### src/rtl/alu_operand_sequencer.sv
// Feeds (op, A, B) nibbles to an external 4-bit ALU and returns the registered result over valid/ready.
// Optional result chaining (reuse previous result as A) is enabled by defining ALU_SEQ_CHAIN_EN.
module alu_operand_sequencer #(
    parameter int DW    = 4,
    parameter int CNT_W = 8
) (
    input  logic             clk,
    input  logic             rst_n,
    input  logic             in_valid,
    output logic             in_ready,
    input  logic [DW-1:0]    in_data,
    output logic [1:0]       alu_op,
    output logic [DW-1:0]    alu_a,
    output logic [DW-1:0]    alu_b,
    input  logic [DW-1:0]    alu_ans,
    output logic             out_valid,
    input  logic             out_ready,
    output logic [DW-1:0]    out_data,
    output logic [1:0]       out_op,
    output logic             busy,
    output logic [CNT_W-1:0] txn_cnt
);

    typedef enum logic [2:0] {S_OP, S_A, S_B, S_EXEC, S_OUT} stateT;

    stateT state;
    stateT nextState;
    logic  accept;
    logic  chainHit;

    assign accept = in_valid && in_ready;

`ifdef ALU_SEQ_CHAIN_EN
    // Set once any result has been consumed, so a chained op has a valid previous result to use.
    logic havePrev;

    always_ff @(posedge clk or negedge rst_n) begin
        if (!rst_n) begin
            havePrev <= 1'b0;
        end else if (state == S_OUT && out_ready) begin
            havePrev <= 1'b1;
        end
    end

    assign chainHit = havePrev && in_data[3];
`else
    assign chainHit = 1'b0;
`endif

    always_ff @(posedge clk or negedge rst_n) begin
        if (!rst_n) begin
            state <= S_OP;
        end else begin
            state <= nextState;
        end
    end

    always_comb begin
        nextState = state;
        in_ready  = 1'b0;
        out_valid = 1'b0;
        busy      = (state != S_OP);
        case (state)
            S_OP: begin
                in_ready = rst_n;
                if (accept) nextState = chainHit ? S_B : S_A;
            end
            S_A: begin
                in_ready = rst_n;
                if (accept) nextState = S_B;
            end
            S_B: begin
                in_ready = rst_n;
                if (accept) nextState = S_EXEC;
            end
            S_EXEC: begin
                nextState = S_OUT;
            end
            S_OUT: begin
                out_valid = 1'b1;
                if (out_ready) nextState = S_OP;
            end
            default: begin
                nextState = S_OP;
            end
        endcase
    end

    // Operand registers hold until overwritten; the ALU result is sampled only in S_EXEC.
    always_ff @(posedge clk or negedge rst_n) begin
        if (!rst_n) begin
            alu_op   <= '0;
            alu_a    <= '0;
            alu_b    <= '0;
            out_data <= '0;
            out_op   <= '0;
            txn_cnt  <= '0;
        end else begin
            case (state)
                S_OP: begin
                    if (accept) begin
                        alu_op <= in_data[1:0];
                        if (chainHit) alu_a <= out_data;
                    end
                end
                S_A: begin
                    if (accept) alu_a <= in_data;
                end
                S_B: begin
                    if (accept) alu_b <= in_data;
                end
                S_EXEC: begin
                    out_data <= alu_ans;
                    out_op   <= alu_op;
                end
                S_OUT: begin
                    if (out_ready) txn_cnt <= txn_cnt + 1'b1;
                end
                default: begin
                end
            endcase
        end
    end

endmodule

### config.mk
export PLATFORM = sky130hd
export DESIGN_NAME = alu_operand_sequencer
export DESIGN_NICKNAME = d
export VERILOG_FILES = /design/src/rtl/alu_operand_sequencer.sv
export SDC_FILE = /design/constraint.sdc
export NUM_CORES = 1
export LEC_CHECK = 0
export ABC_CLOCK_PERIOD_IN_PS = 2200
export CAP_MARGIN = 20
export CORE_MARGIN = 2
export CORE_UTILIZATION = 44
export CTS_CLUSTER_DIAMETER = 200
export CTS_CLUSTER_SIZE = 16
export DETAILED_ROUTE_END_ITERATION = 12
export PLACE_DENSITY = 0.87
export SKIP_LAST_GASP = 1
export SLEW_MARGIN = 30
export SYNTH_ARGS = -nofsm -noshare
export SYNTH_HDL_FRONTEND = slang
export SYNTH_SLANG_ARGS = --single-unit
### constraint.sdc
create_clock -name clk -period 2.2 [get_ports clk]
set_clock_uncertainty 0.1 [all_clocks]
set_input_delay 0.44 -clock clk [delete_from_list [all_inputs] [get_ports clk]]
set_output_delay 0.44 -clock clk [all_outputs]
set_load 0.05 [all_outputs]
; ---- Word-level counts from Yosys, hierarchy flattened
; Index checks and enable logic that the tools add are counted.
[totals]
ff_bits = 27
latch_bits = 0
mem_bits_rw = 0
mem_bits_ro = 0
out_inout_bits = 27
word_cells = 32
memories = 0
[classes]
add_sub_neg = 1
mul = 0
div_mod_pow = 0
magnitude_cmp = 0
n_eq_ne = 8
shift = 0
mux = 7
bitwise = 0
n_reduce_logical = 9
[op_table]
columns = operator, n
row1 = 3-bit one-hot mux with 5 select lines, 1
row2 = 3-bit two-way mux, 4
row3 = "8-bit by 1-bit adder with 8-bit output, second input constant", 1
row4 = "2-bit inequality test, second input constant", 4
row5 = 2-bit AND reduction, 4
row6 = "3-bit by 2-bit == test with 1-bit output, second input constant", 2
row7 = 4-bit AND reduction, 1
row8 = "3-bit by 1-bit == test with 1-bit output, second input constant", 1
row9 = "3-bit == test, second input constant", 1
row10 = 3-bit zero test, 1
row11 = 3-bit nonzero test, 1
row12 = 3-bit OR reduction, 1
row13 = 1-bit two-way mux, 2
row14 = 1-bit logical AND, 1

; ---- Longest topological paths before layout
; Gate-level depths: netlist of run 1.
[depth]
word_depth = 6
mapped_depth = 4

; ---- Least setup slack after synthesis of run 1
; OpenSTA, ideal clock, no wires.
[synth_path]
kind = flip-flop to output port
from = register state[0]
to = output port in_ready
arrival_ns = 1.734
t_required_ns = 1.660
setup_slack_ns = -0.074
path_stages_with_launch = 3
cell_sequence = dfrtp_1 > buf_2 > a211oi_1
[synth_between]
elab_chain_len = 3
elab_cells_between_ends = 5
cone_classes = eq/ne: 2 / mux: 1 / reduce/logical: 2
[synth_lines]
columns = element, line
row1 = start: declaration, 26  ; stateT state;
row2 = start signal: assignment, 54  ; state <= nextState;
row3 = "3-bit by 2-bit == test with 1-bit output, or another cell as far along", 63  ; case (state)
row4 = 3-bit OR reduction (no source line) *, -
row5 = 1-bit two-way mux *, 63
row6 = end: declaration, 10  ; output logic in_ready,
; Every way passes the cells marked *; elsewhere a longest branch is shown, timed or not.

; ---- Worst setup path in the final report of run 1
[layout_path]
from = input port rst_n
to = output port in_ready
[layout_between]
elab_chain_len = 1
[layout_lines]
columns = element, line
row1 = start: declaration, 8  ; input logic rst_n,
row2 = 1-bit two-way mux, 63
; No other way between the ends.

==> impl_metrics.csv, run 1 <==
group,metric,value,unit
status,status,"completed",
power_and_ir_drop,combPwrFrac,57.3,%
synth,syn_inst,88,
critical_path,startpoint_type,"primary input",
clock_network,cts_setup_buffers,0,
clock_network,clock_latency,320,ps
synth,synth_top_area_share,56.9,%
clock_network,cts.root.buffer_cell,"clkbuf_4",
placed_design,io_buffers,38,
power_and_ir_drop,p_int,1.31,mW
critical_path,cp_data_required_time,1660,ps
placed_design,place_inst,157,
power_and_ir_drop,switching_share,48.0,%
routing,dr.pass1.iters,4,
floorplan,dieWidth,56.0,um
sta,timing.setup.tns,0,ps
synth,synthTopCellsByCount,"dfrtp_1, mux2_1, nand2_1, mux2_4, xnor2_1",
sta,hold_viol,0,
cells_and_area,finalNonFillerCells,161,
synth,ys_warn_count,0,
routing,route.detailed.wl_per_inst,14.2,um
clock_network,clkTransAtPathRegs,150,ps
global_routing,grt_max_degree,17,
power_and_ir_drop,ir_worst_vdd,1.03,mV
routing,ant_nets,0,
floorplan,die_h,56.0,um
global_routing,grt_pass1_wl,3.97,mm
flow_run,maxCapViolCount,0,
synth,syn_avg_cell_area,13.5,sq um
global_routing,grt.total_usage,15.9,%
synth,synth_fp_nets,101,
power_and_ir_drop,pwr-share-seq,33.9,%
clock_network,h-tree-depth,1,
sta,grt_setup_unrepaired,"no",
sta,timing.final.crit_share,96.7,%
cells_and_area,syn_to_final_growth,40.8,%
cells_and_area,multiInputGateArea,488,sq um
routing,drt_iter0_markers,15,
critical_path,cp_max_fo,3,
synth,ys_top_cells_by_area,"dfrtp_1, mux2_1, mux2_4, xnor2_1, nand2_1",
sta,slew_headroom,65.1,%
sta,worstMarginPinSlew,523,ps
synth,syn-cell-area,1190,sq um
hold_path,hold_class,"register to register",
floorplan,start_util,47.1,%
cells_and_area,fin_nets,145,
synth,synth_most_common_cell,"dfrtp_1",
critical_path,r2r_slack,490,ps
cells_and_area,drive_gt1_share,16.0,%
global_routing,grt_pass1_vias,827,
clock_network,numCtsBuffers,3,
placed_design,dpl.hpwl,1.80,mm
cells_and_area,regArea,676,sq um
routing,via_per_inst,5.07,
synth,synth-async-reset-ratio,100,%
cells_and_area,fill_cells,192,
critical_path,crit_type,"primary input to primary output",
critical_path,cp-end-kind,"primary output",
synth,yosysSeqAreaShare,56.9,%
sta,setup-violations-final,0,
sta,fmax,0.470,GHz
cells_and_area,n_antenna_cell,0,
power_and_ir_drop,pwr-share-clk,8.7,%
power_and_ir_drop,pwr_density_cell,1500,nW/um^2
floorplan,coreArea,2520,sq um
routing,vias,817,
global_routing,antenna_found_initial,0,
floorplan,die_area,3130,sq um
routing,drc,0,
routing,wirelength,2.29,mm
power_and_ir_drop,switchingPower,1.20,mW
clock_network,cts_num_sinks,27,
floorplan,num_rows,18,
global_routing,gr-total-overflow,0,
cells_and_area,fin_area,1670,sq um
sta,slew_violations,0,
synth,synthFlopType,"dfrtp_1",
synth,synth_seq_cells,27,
power_and_ir_drop,power.leakage,0.764,nW
clock_network,cts_tree,"built",
placed_design,dpl_cell_area,1640,sq um
floorplan,pin_count,39,
synth,yosysTopAreaCell,"dfrtp_1",
critical_path,critPathArrivalTime,1590,ps
placed_design,gp_congestion,0.764,
synth,synth_edf_count,0,
clock_network,clockBufferDepth,2,
synth,ys_types,29,
sta,period_needed,2130,ps
-- path summary, 6_finish.rpt --
path,startpoint,end,cells after the start
max,rst_n,in_ready,5
min,txn_cnt[7],txn_cnt[7],1
max reg2reg,state[2],alu_a[1],2
min reg2reg,txn_cnt[7],txn_cnt[7],1
max in group asynchronous,rst_n,txn_cnt[5],3
min in group asynchronous,rst_n,alu_b[3],2
-- placed cells by master (no fill, tap or decap) --
cell / n
a211oi_2: 1
a21oi_1: 2
and4bb_1: 1
buf_12: 2
buf_4: 5
clkbuf_4: 3
clkdlybuf4s50_1: 33
clkinvlp_4: 1
dfrtp_1: 27
dlymetal6s2s_1: 2
ha_1: 1
inv_1: 2
mux2_1: 12
mux2_4: 4
nand2_1: 9
nand2_2: 1
nand2b_1: 1
nand3_1: 2
nand3b_1: 1
nand4_1: 2
nand4bb_4: 1
nor2_1: 1
nor2b_1: 1
nor3_1: 2
nor4_1: 1
nor4b_2: 1
o21ai_0: 1
or2_2: 1
or3_1: 1
or4_1: 1
or4b_4: 1
xnor2_1: 4
xor2_1: 3
-- worst max-delay path, stage by stage --
cell	delay, ps
clkdlybuf4s50_1	520
buf_4	130
inv_1	40
a211oi_2	270
buf_12	180
-- flip-flops by register name (all words and copies together), names as in the netlist --
| register | flops |
|---|---|
| alu_op | 2 |
| alu_b | 4 |
| out_op | 2 |
| txn_cnt | 8 |
| out_data | 4 |
| alu_a | 4 |
| state | 3 |
-- logic make-up (layout without fill, tap and decap cells) --
| kind of cell | count (synthesis) | in the layout | share of synthesized area [%] |
|---|---|---|---|
| buf+inv | 5 | 48 | 2.42 |
| flops | 27 | 27 | 56.9 |
| compound gates | 4 | 4 | 1.90 |
| mux | 16 | 16 | 16.4 |
| xor+xnor | 7 | 7 | 5.16 |
| fa+ha+maj | 1 | 1 | 1.05 |
| simple gates | 28 | 28 | 16.1 |
-- what timing repair did --
item,4_1_cts,5_1_grt
hold buffers,0,0
resized for setup,0,2
setup endpoints to repair,0,2
endpoints found under the hold margin,0,0
-- cell type report --
type | count | share of cell area [%]
clock buffers | 3 | 1.35
repair buffers | 42 | 25.9
flip-flops and latches | 27 | 40.4
inverters | 2 | 0.449
clock inverters | 1 | 0.449
well taps | 30 | 2.25
multi-input cells | 56 | 29.2
-- power groups by stage --
| stage | sequential, mW | combinational [mW] | clock (mW) |
|---|---|---|---|
| 2_1_floorplan | 1.37 | 0.448 | 0 |
| 3_3_place_gp | 0.853 | 1.43 | 0 |
| 3_5_place_dp | 0.869 | 1.45 | 0 |
| 4_1_cts | 0.857 | 1.45 | 0.224 |
| 5_1_grt | 0.889 | 1.50 | 0.248 |
| 6_report | 0.852 | 1.44 | 0.219 |
-- through the flow --
step | hold slack, ps | power [mW] | utilization (%) | setup WS, ps
after detailed placement | 362 | 2.32 | 64.9 | 1.74
after global routing | 395 | 2.63 | 66.3 | 7.28
after global placement | 356 | 2.28 | 64.9 | 47.7
final | 382 | 2.51 | 66.3 | 71.7
after CTS | 381 | 2.53 | 66.1 | 10.4
after floorplan | 44.4 | 1.82 | - | 404
-- routing by layer --
layer | global-route usage, % | share of wire [%]
met5 | 0 | 0
met4 | 7.14 | 2.0
met2 | 25.7 | 49
met3 | 2.09 | 3.9
met1 | 21.4 | 45
Note: power is estimated with default switching activity, not from simulation.
==> run 2: changes to the inputs <==
ABC_AREA = 0   (was unset)
==> results of run 2 <==
Same layout as run 1: the final DEF is identical, and so are final timing and power.
